**src/rtl/uart_rx_ctrl.sv**
```systemverilog
// ----------------------------------------------------------------------------
// uart_rx_ctrl
// Receive-side sequencer of the UART. It synchronises the rx pin, drives the
// enable_half/enable_max inputs of the neighbouring RX baud counter, consumes
// the counter's flag, and frames one asynchronous character into a parallel
// word with ready / framing / parity / overrun status.
//
// Frame format: start, DATA_BITS data bits LSB first, optional parity, stop.
//
// Optional feature macro: UART_RX_PARITY_EN
//   defined   : PARITY state present, parity_error = par ^ (^data) ^ PARITY_ODD
//   undefined : DATA goes straight to STOP, parity_error tied to 0
// ----------------------------------------------------------------------------
module uart_rx_ctrl #(
  parameter int DATA_BITS  = 8,
  parameter bit PARITY_ODD = 1'b0
) (
  input  logic                 clk,
  input  logic                 reset,
  input  logic                 rx,
  input  logic                 baud_flag,
  input  logic                 rx_clear,
  output logic                 enable_half,
  output logic                 enable_max,
  output logic [DATA_BITS-1:0] rx_data,
  output logic                 rx_ready,
  output logic                 framing_error,
  output logic                 parity_error,
  output logic                 overrun_error,
  output logic                 busy
);

  typedef enum logic [2:0] {
    ST_IDLE   = 3'd0,
    ST_START  = 3'd1,
    ST_DATA   = 3'd2,
    ST_STOP   = 3'd3,
    ST_BREAK  = 3'd4
`ifdef UART_RX_PARITY_EN
    , ST_PARITY = 3'd5
`endif
  } state_t;

  // Index of the last data bit; bit_cnt_r counts the data bits already shifted.
  localparam logic [2:0] LAST_BIT = 3'(DATA_BITS - 1);

  // Parity check: 1 when the received parity bit does not match the data.
  function automatic logic calc_parity_error(input logic [DATA_BITS-1:0] data,
                                             input logic par);
    return par ^ (^data) ^ PARITY_ODD;
  endfunction

  logic                 rx_meta_r;
  logic                 rx_sync_r;
  state_t               state_r;
  state_t               state_nxt_s;
  logic [2:0]           bit_cnt_r;
  logic [DATA_BITS-1:0] shreg_r;
  logic                 tick_s;
  logic                 shift_s;
  logic                 load_s;
  logic                 clr_cnt_s;
  logic                 par_cap_s;
  logic                 parity_nxt_s;
  logic                 en_max_nxt_s;

`ifdef UART_RX_PARITY_EN
  logic                 par_bit_r;
`endif

  // A baud event only counts while this block has the counter enabled.
  assign tick_s = baud_flag & (enable_half | enable_max);

  // Two-flop synchroniser for the asynchronous rx pin; resets to line idle.
  always_ff @(posedge clk or negedge reset) begin
    if (!reset) begin
      rx_meta_r <= 1'b1;
      rx_sync_r <= 1'b1;
    end else begin
      rx_meta_r <= rx;
      rx_sync_r <= rx_meta_r;
    end
  end

  // FSM state register.
  always_ff @(posedge clk or negedge reset) begin
    if (!reset) begin
      state_r <= ST_IDLE;
    end else begin
      state_r <= state_nxt_s;
    end
  end

  // Next-state logic and datapath strobes; moves only on tick except from IDLE/BREAK.
  always_comb begin
    state_nxt_s = state_r;
    shift_s     = 1'b0;
    load_s      = 1'b0;
    clr_cnt_s   = 1'b0;
    par_cap_s   = 1'b0;
    case (state_r)
      ST_IDLE: begin
        if (!rx_sync_r) begin
          state_nxt_s = ST_START;
        end else begin
          state_nxt_s = ST_IDLE;
        end
      end
      ST_START: begin
        if (tick_s) begin
          if (!rx_sync_r) begin
            state_nxt_s = ST_DATA;
            clr_cnt_s   = 1'b1;
          end else begin
            state_nxt_s = ST_IDLE;
          end
        end else begin
          state_nxt_s = ST_START;
        end
      end
      ST_DATA: begin
        if (tick_s) begin
          shift_s = 1'b1;
          if (bit_cnt_r == LAST_BIT) begin
`ifdef UART_RX_PARITY_EN
            state_nxt_s = ST_PARITY;
`else
            state_nxt_s = ST_STOP;
`endif
          end else begin
            state_nxt_s = ST_DATA;
          end
        end else begin
          state_nxt_s = ST_DATA;
        end
      end
`ifdef UART_RX_PARITY_EN
      ST_PARITY: begin
        if (tick_s) begin
          par_cap_s   = 1'b1;
          state_nxt_s = ST_STOP;
        end else begin
          state_nxt_s = ST_PARITY;
        end
      end
`endif
      ST_STOP: begin
        if (tick_s) begin
          load_s = 1'b1;
          if (rx_sync_r) begin
            state_nxt_s = ST_IDLE;
          end else begin
            state_nxt_s = ST_BREAK;
          end
        end else begin
          state_nxt_s = ST_STOP;
        end
      end
      ST_BREAK: begin
        if (rx_sync_r) begin
          state_nxt_s = ST_IDLE;
        end else begin
          state_nxt_s = ST_BREAK;
        end
      end
      default: begin
        state_nxt_s = ST_IDLE;
      end
    endcase
  end

  // Full-bit enable decode of the upcoming state so it lines up with the state.
  always_comb begin
    en_max_nxt_s = 1'b0;
    case (state_nxt_s)
      ST_DATA:   en_max_nxt_s = 1'b1;
      ST_STOP:   en_max_nxt_s = 1'b1;
`ifdef UART_RX_PARITY_EN
      ST_PARITY: en_max_nxt_s = 1'b1;
`endif
      default:   en_max_nxt_s = 1'b0;
    endcase
  end

  // Registered baud-counter enables and busy flag.
  always_ff @(posedge clk or negedge reset) begin
    if (!reset) begin
      enable_half <= 1'b0;
      enable_max  <= 1'b0;
      busy        <= 1'b0;
    end else begin
      enable_half <= (state_nxt_s == ST_START);
      enable_max  <= en_max_nxt_s;
      busy        <= (state_nxt_s != ST_IDLE);
    end
  end

  // Data bit counter and LSB-first shift register.
  always_ff @(posedge clk or negedge reset) begin
    if (!reset) begin
      bit_cnt_r <= 3'd0;
      shreg_r   <= '0;
    end else if (clr_cnt_s) begin
      bit_cnt_r <= 3'd0;
    end else if (shift_s) begin
      bit_cnt_r <= bit_cnt_r + 3'd1;
      shreg_r   <= {rx_sync_r, shreg_r[DATA_BITS-1:1]};
    end
  end

`ifdef UART_RX_PARITY_EN
  // Capture the received parity bit.
  always_ff @(posedge clk or negedge reset) begin
    if (!reset) begin
      par_bit_r <= 1'b0;
    end else if (par_cap_s) begin
      par_bit_r <= rx_sync_r;
    end
  end

  // Parity result presented at the stop-bit load.
  always_comb begin
    parity_nxt_s = calc_parity_error(shreg_r, par_bit_r);
  end
`else
  // Parity is not checked in this build.
  always_comb begin
    parity_nxt_s = 1'b0;
  end
`endif

  // Status and output word; a load in the same cycle as rx_clear takes priority.
  always_ff @(posedge clk or negedge reset) begin
    if (!reset) begin
      rx_data       <= '0;
      rx_ready      <= 1'b0;
      framing_error <= 1'b0;
      parity_error  <= 1'b0;
      overrun_error <= 1'b0;
    end else if (load_s) begin
      rx_data       <= shreg_r;
      rx_ready      <= 1'b1;
      framing_error <= ~rx_sync_r;
      parity_error  <= parity_nxt_s;
      overrun_error <= overrun_error | rx_ready;
    end else if (rx_clear) begin
      rx_ready      <= 1'b0;
      overrun_error <= 1'b0;
    end
  end

endmodule

```
**config.mk**
```make
export PLATFORM = sky130hd
export DESIGN_NAME = uart_rx_ctrl
export DESIGN_NICKNAME = d
export VERILOG_FILES = /design/src/rtl/uart_rx_ctrl.sv
export SDC_FILE = /design/constraint.sdc
export NUM_CORES = 1
export LEC_CHECK = 0
export CAP_MARGIN = 20
export CORE_ASPECT_RATIO = 1.5
export CORE_MARGIN = 2
export CORE_UTILIZATION = 38
export DETAILED_ROUTE_END_ITERATION = 8
export PLACE_DENSITY = 0.72
export SETUP_SLACK_MARGIN = 0.2
export SLEW_MARGIN = 10
export SYNTH_ARGS = -nofsm -noshare
export SYNTH_HDL_FRONTEND = slang
export SYNTH_SLANG_ARGS = --single-unit
```
**constraint.sdc**
```tcl
create_clock -name clk -period 2.2 [get_ports clk]
set_input_delay 0.33 -clock clk [delete_from_list [all_inputs] [get_ports clk]]
set_output_delay 0.33 -clock clk [all_outputs]
set_load 0.005 [all_outputs]
```
* After elaboration in Yosys (flattened, before gate mapping)
Cells that the tools add are included.
** Word-level totals
- Memory bits (read-only) :: 0
- Input port bits :: 5
- Register bits :: 30
- Memories :: 0
- Latch bits :: 0
- Memory bits (writable) :: 0
- Output and inout port bits :: 15
** Cells by class
- Shifts and indexed selects :: 0
- Mux-type cells :: 20
- Div/mod/pow operators :: 0
- Order comparisons :: 0
- $mul :: 0
- Equality and inequality tests :: 8
- $add $sub $neg :: 1
- Reductions and logical operators :: 6
- Bitwise gates (word level) :: 5
** Operators by type and width (count)
- 3-bit two-way mux :: 6
- 3-bit case mux with 5 select lines :: 1
- 3-bit by 2-bit == test with 1-bit output (second input constant) :: 4
- 1-bit two-way mux :: 12
- 3-bit by 1-bit == test with 1-bit output (second input constant) :: 2
- 3-bit == test (second input constant) :: 2
- 2-bit nonzero test :: 2
- 3-bit by 1-bit adder with 3-bit output (second input constant) :: 1
- 3-bit zero test :: 1
- 3-bit nonzero test :: 1
- 2-bit two-way mux :: 1
- 1-bit inverter :: 2
- 1-bit OR :: 2
- 2-bit AND reduction :: 1
- 2-bit OR reduction :: 1
- 1-bit AND :: 1

* Depth between registers and ports, before layout
Gate-level depths: netlist of the first run.
- Word-level depth :: 7
- Mapped depth :: 5
- Depth with buffers taken out :: 5

* Worst setup path after synthesis of the first run
No wires, ideal clock.
- Kind :: flip-flop to flip-flop
- From :: register state_r[2]
- To :: register shreg_r[0]
- Arrival time :: 1.374 ns
- Slack :: 0.701 ns
- Stages on the path, launching flop included :: 5
- Path buffers :: 1
- Library setup time :: 0.125 ns
- Required time :: 2.075 ns
- Path through :: dfrtp_1 -> nand2b_2 -> or3_1 -> buf_6 -> mux2_4
** On the way
- Cells in the longest elaborated chain, start to end :: 4
- Elaborated cells between the ends (all ways) :: 6
- Classes of those cells :: eq/ne (2); mux (2); bitwise (1); reduce/logical (1)
** RTL lines
- start: declaration :: line 55 : state_t state_r;
- start signal: assignment :: line 90 : state_r <= state_nxt_s;
- 3-bit by 1-bit == test with 1-bit output :: line 101 : case (state_r)
- 1-bit two-way mux :: line 101
- 1-bit inverter (no source line)
- 2-bit AND reduction (no source line) *
- end signal: assignment :: line 207 : shreg_r <= {rx_sync_r, shreg_r[DATA_BITS-1:1]};
- end: declaration :: line 58 : logic [DATA_BITS-1:0] shreg_r;
Every way passes the cells marked *; elsewhere a longest branch is shown, timed or not.
A chain may end at the register's enable or synchronous reset.

* Worst setup path in the final report of the first run
- From :: register state_r[2]
- To :: register shreg_r[3]
Same word-level chain as after synthesis.

==> qor.tcl, run 1 <==
set qor(fmax_mhz) 595
set qor(critPathLaunchType) {flip-flop}
set qor(synth.ff_latch_count) 30
set qor(site_row_count) 25
set qor(cell_chain_critical_path) {nand2b_2 -> or3_1 -> mux2_4}
set qor(cts_tree) {yes}
set qor(fp.dieArea_sq_um) 3710
set qor(worst-endpoint-required_ps) 2370
set qor(overflow_after_grt) 0
set qor(cp_slowest_cell) {sky130_fd_sc_hd__or3_1}
set qor(worst_hold_slack_ps) 362
set qor(cts_max_path_buffers) 2
set qor(area_growth_pct) 26.8
set qor(floorplan.die.width_um) 50.4
set qor(cellPowerDensity_nw_per_um2) 1080
set qor(synth_async_sr_flop_share) 1.00
set qor(leakage_nw) 0.738
set qor(clk_pin_slew_ps) 60
set qor(synth_cell_type_count) 28
set qor(fin_tns_setup_ps) 0
set qor(post_cts.repair.setup_buffers) 0
set qor(slew_viol_final) 0
set qor(synth-edff-count) 0
set qor(synth_largest_type_area_fraction) 0.571
set qor(irDropWorstVdd_v) 0.000501
set qor(gpl.final_weighted_congestion) 0.789
set qor(yosys_warnings) 0
set qor(max_stage_delay_ps) 510
set qor(outcome) {finished clean}
set qor(grt_start_max_net_pins) 31
set qor(post-synth-top-area-cell) {sky130_fd_sc_hd__dfrtp_1}
set qor(p_total_mw) 1.68
set qor(synthesis.instances) 86
set qor(route.detailed.wl_per_inst_um) 13.5
set qor(numCtsBuffers) 5
set qor(clock_latency_late_sink_ps) 280
set qor(ys_seq_area_frac) 0.614
set qor(detail-route-antenna-nets) 0
set qor(portBuffers) 18
set qor(root_buffer) {sky130_fd_sc_hd__clkbuf_8}
set qor(dpl.hpwl_mm) 1.52
set qor(clock-sinks) 30
set qor(h-tree-depth) 2
set qor(finalCritPeriodShare) 0.764
set qor(drt_pre_antenna_iters) 3
set qor(initial_utilization) 0.392
set qor(worstSetupPathType) {flip-flop to flip-flop}
set qor(core_area_sq_um) 3130
set qor(boundaryPins) 20
set qor(track_usage) 0.142
set qor(syn-cell-area_sq_um) 1230
set qor(setup.worst_path.end_class) {flip-flop}
set qor(crit_fanout) 7
set qor(layout-drive-gt1-share) 0.310
set qor(hold_violations) 0
set qor(via_per_inst) 4.97
set qor(grt_antenna_before_repair) 0
set qor(antenna_cells_inserted) 0
set qor(number_of_gates_given_a_new_drive_strength_after_cts) 0
set qor(vias) 761
set qor(detailedRoute.firstIterationViolations) 10
set qor(worstPathArrival_ps) 1850
set qor(grt_pass1_wl_mm) 3.69
set qor(worstHoldPathType) {flip-flop to flip-flop}
set qor(grt_setup_unrepaired) {false}
set qor(synth_flop_cell) {sky130_fd_sc_hd__dfrtp_1}
set qor(die_height_um) 73.6
set qor(ctsHoldBuffers) 0
set qor(vias_in_the_first_global_route) 809
set qor(netlist_top_cells_area) {sky130_fd_sc_hd__dfrtp_1, sky130_fd_sc_hd__mux2_2, sky130_fd_sc_hd__mux2_4}
set qor(setup_viol_count_final) 0
set qor(drc) 0
set qor(postSynthAreaPerCell_sq_um) 14.3
set qor(timing.clock.skew_ps) 7.08
set qor(mappedNetlistNets) 93
set qor(max_cap_violations) 0
set qor(final_critical_period_ps) 1680
set qor(final_net_count) 119
set qor(totalWireLength_mm) 2.07
set qor(fillerInstances) 278
==> report_power, final <==
group | switching [mW] | internal, mW
logic | 0.166 | 0.277
clock network | 0.197 | 0.251
registers | 0.105 | 0.682
==> worst max-delay path: cells and delay by family (launching register included) <==
family,cells,cell delay (ps)
flops,1,440
mux,1,360
simple gates,2,770
==> cell usage after synthesis (all sizes together), types with 2 or more instances <==
| cell | instances |
|---|---|
| dfrtp | 28 |
| a21oi | 3 |
| inv | 3 |
| a22o | 2 |
| buf | 2 |
| nand2 | 3 |
| o21ai | 5 |
| ha | 2 |
| mux2 | 18 |
| dfstp | 2 |
| nor2 | 4 |
==> sequential cells by signal (all words and copies together) (netlist names) <==
register,flops
rx_meta_r,1
rx_data,8
rx_ready,1
framing_error,1
rx_sync_r,1
enable_max,1
busy,1
bit_cnt_r,3
enable_half,1
shreg_r,8
state_r,3
overrun_error,1
==> cells by family after synthesis <==
logic type,after synthesis,synth area share
flops,30,0.614
mux,18,0.187
simple gates,14,0.0653
fa+ha+maj,2,0.0204
other cells,1,0.00306
buf+inv,5,0.0245
compound gates,16,0.0867
==> cell type report <==
cell class | instances | area (sq um) | area share
sequential | 30 | 753 | 0.484
tap | 40 | 50.0 | 0.0322
inverter | 3 | 11.3 | 0.00723
multi-input combinational | 51 | 444 | 0.285
clock buffer | 6 | 82.6 | 0.0531
clock inverter | 2 | 12.5 | 0.00804
timing repair buffer | 21 | 203 | 0.130
==> layer usage <==
metal / vias to the layer above / share of wire / routed length, um / track usage
li1: 356 / - / - / -
met5: - / 0 / 0 / 0
met4: 0 / 0.025 / 52 / 0.0901
met3: 5 / 0.037 / 76 / 0.0549
met1: 383 / 0.37 / 760 / 0.143
met2: 17 / 0.57 / 1180 / 0.241
==> cell usage in the layout (no fill, tap or decap), types with 2 or more instances in the layout <==
cell	count
sky130_fd_sc_hd__buf_4	3
sky130_fd_sc_hd__nor2_1	3
sky130_fd_sc_hd__mux2_2	11
sky130_fd_sc_hd__dfrtp_1	28
sky130_fd_sc_hd__o21ai_0	5
sky130_fd_sc_hd__nand2_1	3
sky130_fd_sc_hd__a22o_1	2
sky130_fd_sc_hd__ha_1	2
sky130_fd_sc_hd__inv_1	3
sky130_fd_sc_hd__clkdlybuf4s50_1	18
sky130_fd_sc_hd__a21oi_1	3
sky130_fd_sc_hd__dfstp_2	2
sky130_fd_sc_hd__clkbuf_8	6
sky130_fd_sc_hd__mux2_4	7
==> metrics by stage <==
step / std cells / cell area [sq um] / util / worst slack, ps
2_1_floorplan: 86 / 1230 / - / 701
3_3_place_gp: 145 / 1460 / 0.467 / 256
3_5_place_dp: 145 / 1460 / 0.467 / 221
4_1_cts: 153 / 1560 / 0.498 / 514
5_1_grt: 153 / 1560 / 0.498 / 427
6_report: 153 / 1560 / 0.498 / 519
==> final timing paths <==
| kind | from | end | slack [ps] | depth (start not counted) |
|---|---|---|---|---|
| worst max register to register | state_r[2] | shreg_r[3] | 520 | 3 |
| min in group asynchronous | reset | rx_data[7] | 440 | 2 |
| worst min register to register | rx_meta_r | rx_sync_r | 360 | 0 |
| worst min-delay path | rx_meta_r | rx_sync_r | 360 | 0 |
| worst max-delay path | state_r[2] | shreg_r[3] | 520 | 3 |
| max in group asynchronous | reset | rx_meta_r | 1450 | 2 |
Note: power is estimated with default switching activity, not from simulation.
==> inputs of run 2 (changes only) <==
Clock period 2.2 ns to 1.7 ns, I/O delays scaled along.
==> qor.tcl, run 2 (synthesis gave the netlist of run 1 again) <==
set qor(outcome) {finished clean} ;# unchanged
set qor(numCtsBuffers) 5 ;# unchanged
set qor(via_per_inst) 5.00 ;# was 4.97
set qor(worstSetupPathType) {flip-flop to flip-flop} ;# unchanged
set qor(gpl.final_weighted_congestion) 0.789 ;# about the same
set qor(grt_start_max_net_pins) 31 ;# unchanged
set qor(grt_setup_unrepaired) {true} ;# was false
set qor(critPathLaunchType) {flip-flop} ;# unchanged
set qor(fp.dieArea_sq_um) 3710 ;# unchanged
set qor(post_layout_nonfiller_instances) 162 ;# was 153
set qor(die_height_um) 73.6 ;# unchanged
set qor(h-tree-depth) 2 ;# unchanged
set qor(grt_pass1_wl_mm) 3.64 ;# was 3.69 mm
set qor(max_cap_violations) 0 ;# unchanged
set qor(vias) 810 ;# was 761
set qor(cts_tree) {yes} ;# unchanged
set qor(slew_viol_final) 0 ;# unchanged
set qor(worstHoldPathType) {flip-flop to flip-flop} ;# unchanged
set qor(clock_latency_late_sink_ps) 280 ;# about the same
set qor(final_design_area_no_fill_sq_um) 1640 ;# was 1560 sq um
set qor(core_area_sq_um) 3130 ;# unchanged
set qor(boundaryPins) 20 ;# unchanged
set qor(floorplan.die.width_um) 50.4 ;# unchanged
set qor(worst-endpoint-required_ps) 1860 ;# was 2370 ps
set qor(cell_chain_critical_path) {nand2b_2 -> or3_1 -> buf_6 -> mux2_4} ;# was nand2b_2 -> or3_1 -> mux2_4
set qor(totalWireLength_mm) 2.20 ;# was 2.07 mm
set qor(antenna_cells_inserted) 0 ;# unchanged
set qor(overflow_after_grt) 0 ;# unchanged
set qor(leakage_nw) 0.783 ;# was 0.738 nW
set qor(detailedRoute.firstIterationViolations) 23 ;# was 10
set qor(max_stage_delay_ps) 390 ;# was 510 ps
set qor(timing_worst_slew_pin_value_ps) 501
set qor(worstPathArrival_ps) 1670 ;# was 1850 ps
set qor(dpl.hpwl_mm) 1.59 ;# was 1.52 mm
set qor(ctsHoldBuffers) 0 ;# unchanged
set qor(critPathBufInv) 1 ;# was 0
set qor(site_row_count) 25 ;# unchanged
set qor(cp_slowest_cell) {sky130_fd_sc_hd__dfrtp_1} ;# was sky130_fd_sc_hd__or3_1
set qor(drt_pre_antenna_iters) 4 ;# was 3
set qor(area_growth_pct) 33.7 ;# was 26.8%
set qor(cp_top_family) {simple AND/OR/NAND/NOR gates} ;# unchanged
set qor(crit_fanout) 7 ;# unchanged
set qor(cellPowerDensity_nw_per_um2) 1390 ;# was 1080 nW/um^2
set qor(most_common_library_cell_in_the_layout_ignoring_fill_and_taps) {sky130_fd_sc_hd__dfrtp_1} ;# unchanged
set qor(clk_pin_slew_ps) 60 ;# about the same
set qor(hold_violations) 0 ;# unchanged
set qor(irDropWorstVdd_v) 0.000558 ;# was 0.000501 V
set qor(fmax_mhz) 664 ;# was 595 MHz
set qor(max_slew_margin) 0.664
set qor(setup.worst_path.end_class) {flip-flop} ;# unchanged
set qor(cts_max_path_buffers) 2 ;# unchanged
set qor(portBuffers) 18 ;# unchanged
set qor(final_net_count) 128 ;# was 119
set qor(setup_viol_count_final) 0 ;# unchanged
set qor(detail-route-antenna-nets) 0 ;# unchanged
set qor(track_usage) 0.140 ;# was 0.142
set qor(worst_hold_slack_ps) 355 ;# was 362 ps
set qor(most_frequent_cells_in_the_layout) {sky130_fd_sc_hd__dfrtp_1, sky130_fd_sc_hd__clkdlybuf4s50_1, sky130_fd_sc_hd__mux2_2, sky130_fd_sc_hd__buf_4, sky130_fd_sc_hd__mux2_4} ;# was sky130_fd_sc_hd__dfrtp_1, sky130_fd_sc_hd__clkdlybuf4s50_1, sky130_fd_sc_hd__mux2_2, sky130_fd_sc_hd__mux2_4, sky130_fd_sc_hd__clkbuf_8
set qor(postLayoutSetupSlackWorst_ps) 195 ;# was 519 ps
set qor(finalCritPeriodShare) 0.885 ;# was 0.764
set qor(number_of_cells_in_the_design_after_placement) 150 ;# was 145
set qor(timing.clock.skew_ps) 5.03 ;# was 7.08 ps
set qor(layout-drive-gt1-share) 0.377 ;# was 0.310
set qor(top_regs) {rx_data (8), shreg_r (8)} ;# unchanged
set qor(vias_in_the_first_global_route) 835 ;# was 809
set qor(root_buffer) {sky130_fd_sc_hd__clkbuf_8} ;# unchanged
set qor(drc) 0 ;# unchanged
set qor(dp_slack_ps) -126 ;# was 221 ps
set qor(route.detailed.wl_per_inst_um) 13.5 ;# about the same
set qor(p_total_mw) 2.29 ;# was 1.68 mW
set qor(place_area_sq_um) 1500 ;# was 1460 sq um
set qor(initial_utilization) 0.392 ;# unchanged
set qor(clock-sinks) 30 ;# unchanged
set qor(final_critical_period_ps) 1510 ;# was 1680 ps
set qor(grt_antenna_before_repair) 0 ;# unchanged
==> run 2: cell types whose count changed in the layout (fill, tap and decap cells not counted), sizes merged <==
cell,previous run,this run
clkinvlp,1,0
clkbuf,6,7
buf,3,12
==> run 2: cell type report <==
cell class                      count  area [sq um]
Tap cell                           40          50.0
Fill cell                         265          1490
Clock inverter                      1          5.00
Timing Repair Buffer               30           278
Sequential cell                    30           756
Inverter                            3          11.3
Clock buffer                        7          86.3
Multi-Input combinational cell     51           455
==> run 2: what timing repair did <==
| item | CTS | global route |
|---|---|---|
| setup endpoints to repair | 9 | 20 |
| pin swaps | 1 | 3 |
| resized for setup | 3 | 4 |
| buffers inserted | 2 | 2 |
==> run 2: path summary, 6_finish.rpt <==
check                              to  cells after the start        from  slack, ps
min reg2reg                 rx_sync_r                      0   rx_meta_r        350
max                        shreg_r[7]                      4  state_r[2]        190
min                         rx_sync_r                      0   rx_meta_r        350
min in group asynchronous    rx_ready                      2       reset        360
max in group asynchronous   rx_sync_r                      2       reset       1030
max reg2reg                shreg_r[7]                      4  state_r[2]        190
==> run 2: layer usage <==
metal / share of wire / track usage / wire length (um)
met1: 0.39 / 0.131 / 853
met2: 0.54 / 0.240 / 1180
met3: 0.038 / 0.0610 / 83
met4: 0.036 / 0.0961 / 80
met5: 0 / 0 / 0
==> run 2: stage by stage <==
stage / TNS, ps / utilization
after floorplan: 0 / -
after global placement: -804 / 0.479
after detailed placement: -1060 / 0.479
after CTS: 0 / 0.515
after global routing: 0 / 0.525
final: 0 / 0.525
==> run 2: power by group <==
part | total, mW | internal (mW) | switching (mW)
sequential | 1.02 | 0.887 | 0.132
clock | 0.567 | 0.325 | 0.242
combinational | 0.700 | 0.440 | 0.260
==> inputs of run 3 (changes only) <==
Settings changed: GPL_ROUTABILITY_DRIVEN from default to 0, PLACE_DENSITY 0.72 to default.
==> qor.tcl, run 3 (synthesis gave the netlist of run 1 again) <==
set qor(final_net_count) 129 ;# was 128
set qor(detailedRoute.firstIterationViolations) 26 ;# was 23
set qor(fp.dieArea_sq_um) 3710 ;# unchanged
set qor(worst-endpoint-required_ps) 1860 ;# about the same
set qor(most_common_library_cell_in_the_layout_ignoring_fill_and_taps) {sky130_fd_sc_hd__dfrtp_1} ;# unchanged
set qor(clock-sinks) 30 ;# unchanged
set qor(final_critical_period_ps) 1520 ;# was 1510 ps
set qor(hold_violations) 0 ;# unchanged
set qor(cts_tree) {yes} ;# unchanged
set qor(cts_max_path_buffers) 2 ;# unchanged
set qor(critPathLaunchType) {flip-flop} ;# unchanged
set qor(portBuffers) 18 ;# unchanged
set qor(clk_pin_slew_ps) 60 ;# about the same
set qor(grt_start_max_net_pins) 31 ;# unchanged
set qor(grt_pass1_wl_mm) 3.68 ;# was 3.64 mm
set qor(outcome) {finished clean} ;# unchanged
set qor(irDropWorstVdd_v) 0.000816 ;# was 0.000558 V
set qor(totalWireLength_mm) 2.31 ;# was 2.20 mm
set qor(h-tree-depth) 2 ;# unchanged
set qor(power.share.combinational) 0.314 ;# was 0.306
set qor(layout-drive-gt1-share) 0.390 ;# was 0.377
set qor(worstSetupPathType) {flip-flop to flip-flop} ;# unchanged
set qor(antenna_cells_inserted) 0 ;# unchanged
set qor(crit_fanout) 7 ;# unchanged
set qor(hp-start) {rx_meta_r} ;# unchanged
set qor(leakage_nw) 0.795 ;# was 0.783 nW
set qor(worstHoldPathType) {flip-flop to flip-flop} ;# unchanged
set qor(timing_worst_slew_pin_value_ps) 504 ;# was 501 ps
set qor(area_growth_pct) 35.2 ;# was 33.7%
set qor(max_cap_violations) 0 ;# unchanged
set qor(fmax_mhz) 658 ;# was 664 MHz
set qor(overflow_after_grt) 0 ;# unchanged
set qor(cellInternalPower_mw) 1.68 ;# was 1.65 mW
set qor(floorplan.die.width_um) 50.4 ;# unchanged
set qor(timing.clock.skew_ps) 8.37 ;# was 5.03 ps
set qor(root_buffer) {sky130_fd_sc_hd__clkbuf_8} ;# unchanged
set qor(numCtsBuffers) 5 ;# unchanged
set qor(drt_pre_antenna_iters) 4 ;# unchanged
set qor(slew_viol_final) 0 ;# unchanged
set qor(boundaryPins) 20 ;# unchanged
set qor(site_row_count) 25 ;# unchanged
set qor(grt_setup_unrepaired) {true} ;# unchanged
set qor(finalCritPeriodShare) 0.893 ;# was 0.885
set qor(most_frequent_cells_in_the_layout) {sky130_fd_sc_hd__dfrtp_1, sky130_fd_sc_hd__clkdlybuf4s50_1, sky130_fd_sc_hd__buf_4, sky130_fd_sc_hd__mux2_2, sky130_fd_sc_hd__mux2_4} ;# was sky130_fd_sc_hd__dfrtp_1, sky130_fd_sc_hd__clkdlybuf4s50_1, sky130_fd_sc_hd__mux2_2, sky130_fd_sc_hd__buf_4, sky130_fd_sc_hd__mux2_4
set qor(worst_hold_slack_ps) 355 ;# about the same
set qor(drc) 0 ;# unchanged
set qor(grt_antenna_before_repair) 0 ;# unchanged
set qor(setup_viol_count_final) 0 ;# unchanged
set qor(cellPowerDensity_nw_per_um2) 1410 ;# was 1390 nW/um^2
set qor(setup.worst_path.end_class) {flip-flop} ;# unchanged
set qor(worstPathArrival_ps) 1680 ;# was 1670 ps
set qor(core_area_sq_um) 3130 ;# unchanged
set qor(dpl.hpwl_mm) 1.43 ;# was 1.59 mm
set qor(via_per_inst) 4.94 ;# was 5.00
set qor(r2r_start) {state_r[1]} ;# was state_r[2]
set qor(max_slew_margin) 0.662 ;# was 0.664
set qor(die_height_um) 73.6 ;# unchanged
set qor(detail-route-antenna-nets) 0 ;# unchanged
set qor(top_regs) {rx_data (8), shreg_r (8)} ;# unchanged
set qor(cp_launch_point) {state_r[1]} ;# was state_r[2]
set qor(p_switching_mw) 0.657 ;# was 0.634 mW
set qor(power_switching_share) 0.281 ;# was 0.277
set qor(relative_contribution_of_sequential_cells_to_total_power) 0.438 ;# was 0.446
set qor(initial_utilization) 0.392 ;# unchanged
set qor(power.share.clock) 0.248 ;# about the same
set qor(clock_latency_late_sink_ps) 280 ;# about the same
set qor(finish.utilization) 0.530 ;# was 0.525
set qor(fillerInstances) 272 ;# was 265
set qor(track_usage) 0.138 ;# was 0.140
set qor(vias) 805 ;# was 810
set qor(route.detailed.wl_per_inst_um) 14.2 ;# was 13.5 um
set qor(vias_in_the_first_global_route) 811 ;# was 835
## run 3: cell count changes in the layout (fill, tap and decap cells not counted), sizes merged
cell / previous run / this run
buf: 12 / 13
## run 3: power groups by stage
stage                     Sequential [mW]  Combinational [mW]  Clock [mW]
after floorplan                      1.00               0.314           0
after global placement               1.02               0.587           0
after detailed placement             1.03               0.599           0
after CTS                            1.02               0.630       0.604
after global routing                 1.05               0.797       0.648
final                                1.02               0.733       0.580
## run 3: timing repair
action,in CTS,in global routing
resized for setup,5,5
setup buffers,1,5
endpoints found under the setup margin,11,23
gates cloned,0,0
hold buffers,0,0
pin swaps,1,4
## run 3: path summary, 6_finish.rpt
kind,endpoint,slack [ps],cells after the start
max,bit_cnt_r[0],180,3
min,rx_sync_r,350,0
max reg2reg,bit_cnt_r[0],180,3
min reg2reg,rx_sync_r,350,0
max in group asynchronous,rx_meta_r,1010,2
min in group asynchronous,state_r[0],360,2
## run 3: metrics by stage
stage          total power [mW]  setup slack [ps]  TNS (ps)  area [sq um]  instances
5_1_grt                    2.49               107         0          1660        163
2_1_floorplan              1.32               201         0          1230         86
3_3_place_gp               1.61              -127      -936          1490        149
6_report                   2.34               181         0          1660        163
4_1_cts                    2.26               182         0          1610        158
3_5_place_dp               1.63              -141     -1170          1490        149
## run 3: worst max-delay path: stages, from the launching register on
cell and delay [ps]:
sky130_fd_sc_hd__dfrtp_2 460, sky130_fd_sc_hd__or3b_1 360, sky130_fd_sc_hd__a211o_1 310, sky130_fd_sc_hd__mux2_2 270
## run 3: metal layers
layer,part of all wire,global-route usage
met1,0.43,0.170
met2,0.50,0.200
met3,0.045,0.0549
met4,0.016,0.0901
met5,0,0
## run 3: cell type report
class / count / area [sq um] / area share
sequential: 30 / 756 / 0.456
inverter: 3 / 11.3 / 0.00679
timing repair buffer: 31 / 285 / 0.172
tap: 40 / 50.0 / 0.0302
multi-input combinational: 51 / 465 / 0.281
clock inverter: 1 / 5.00 / 0.00302
clock buffer: 7 / 86.3 / 0.0520
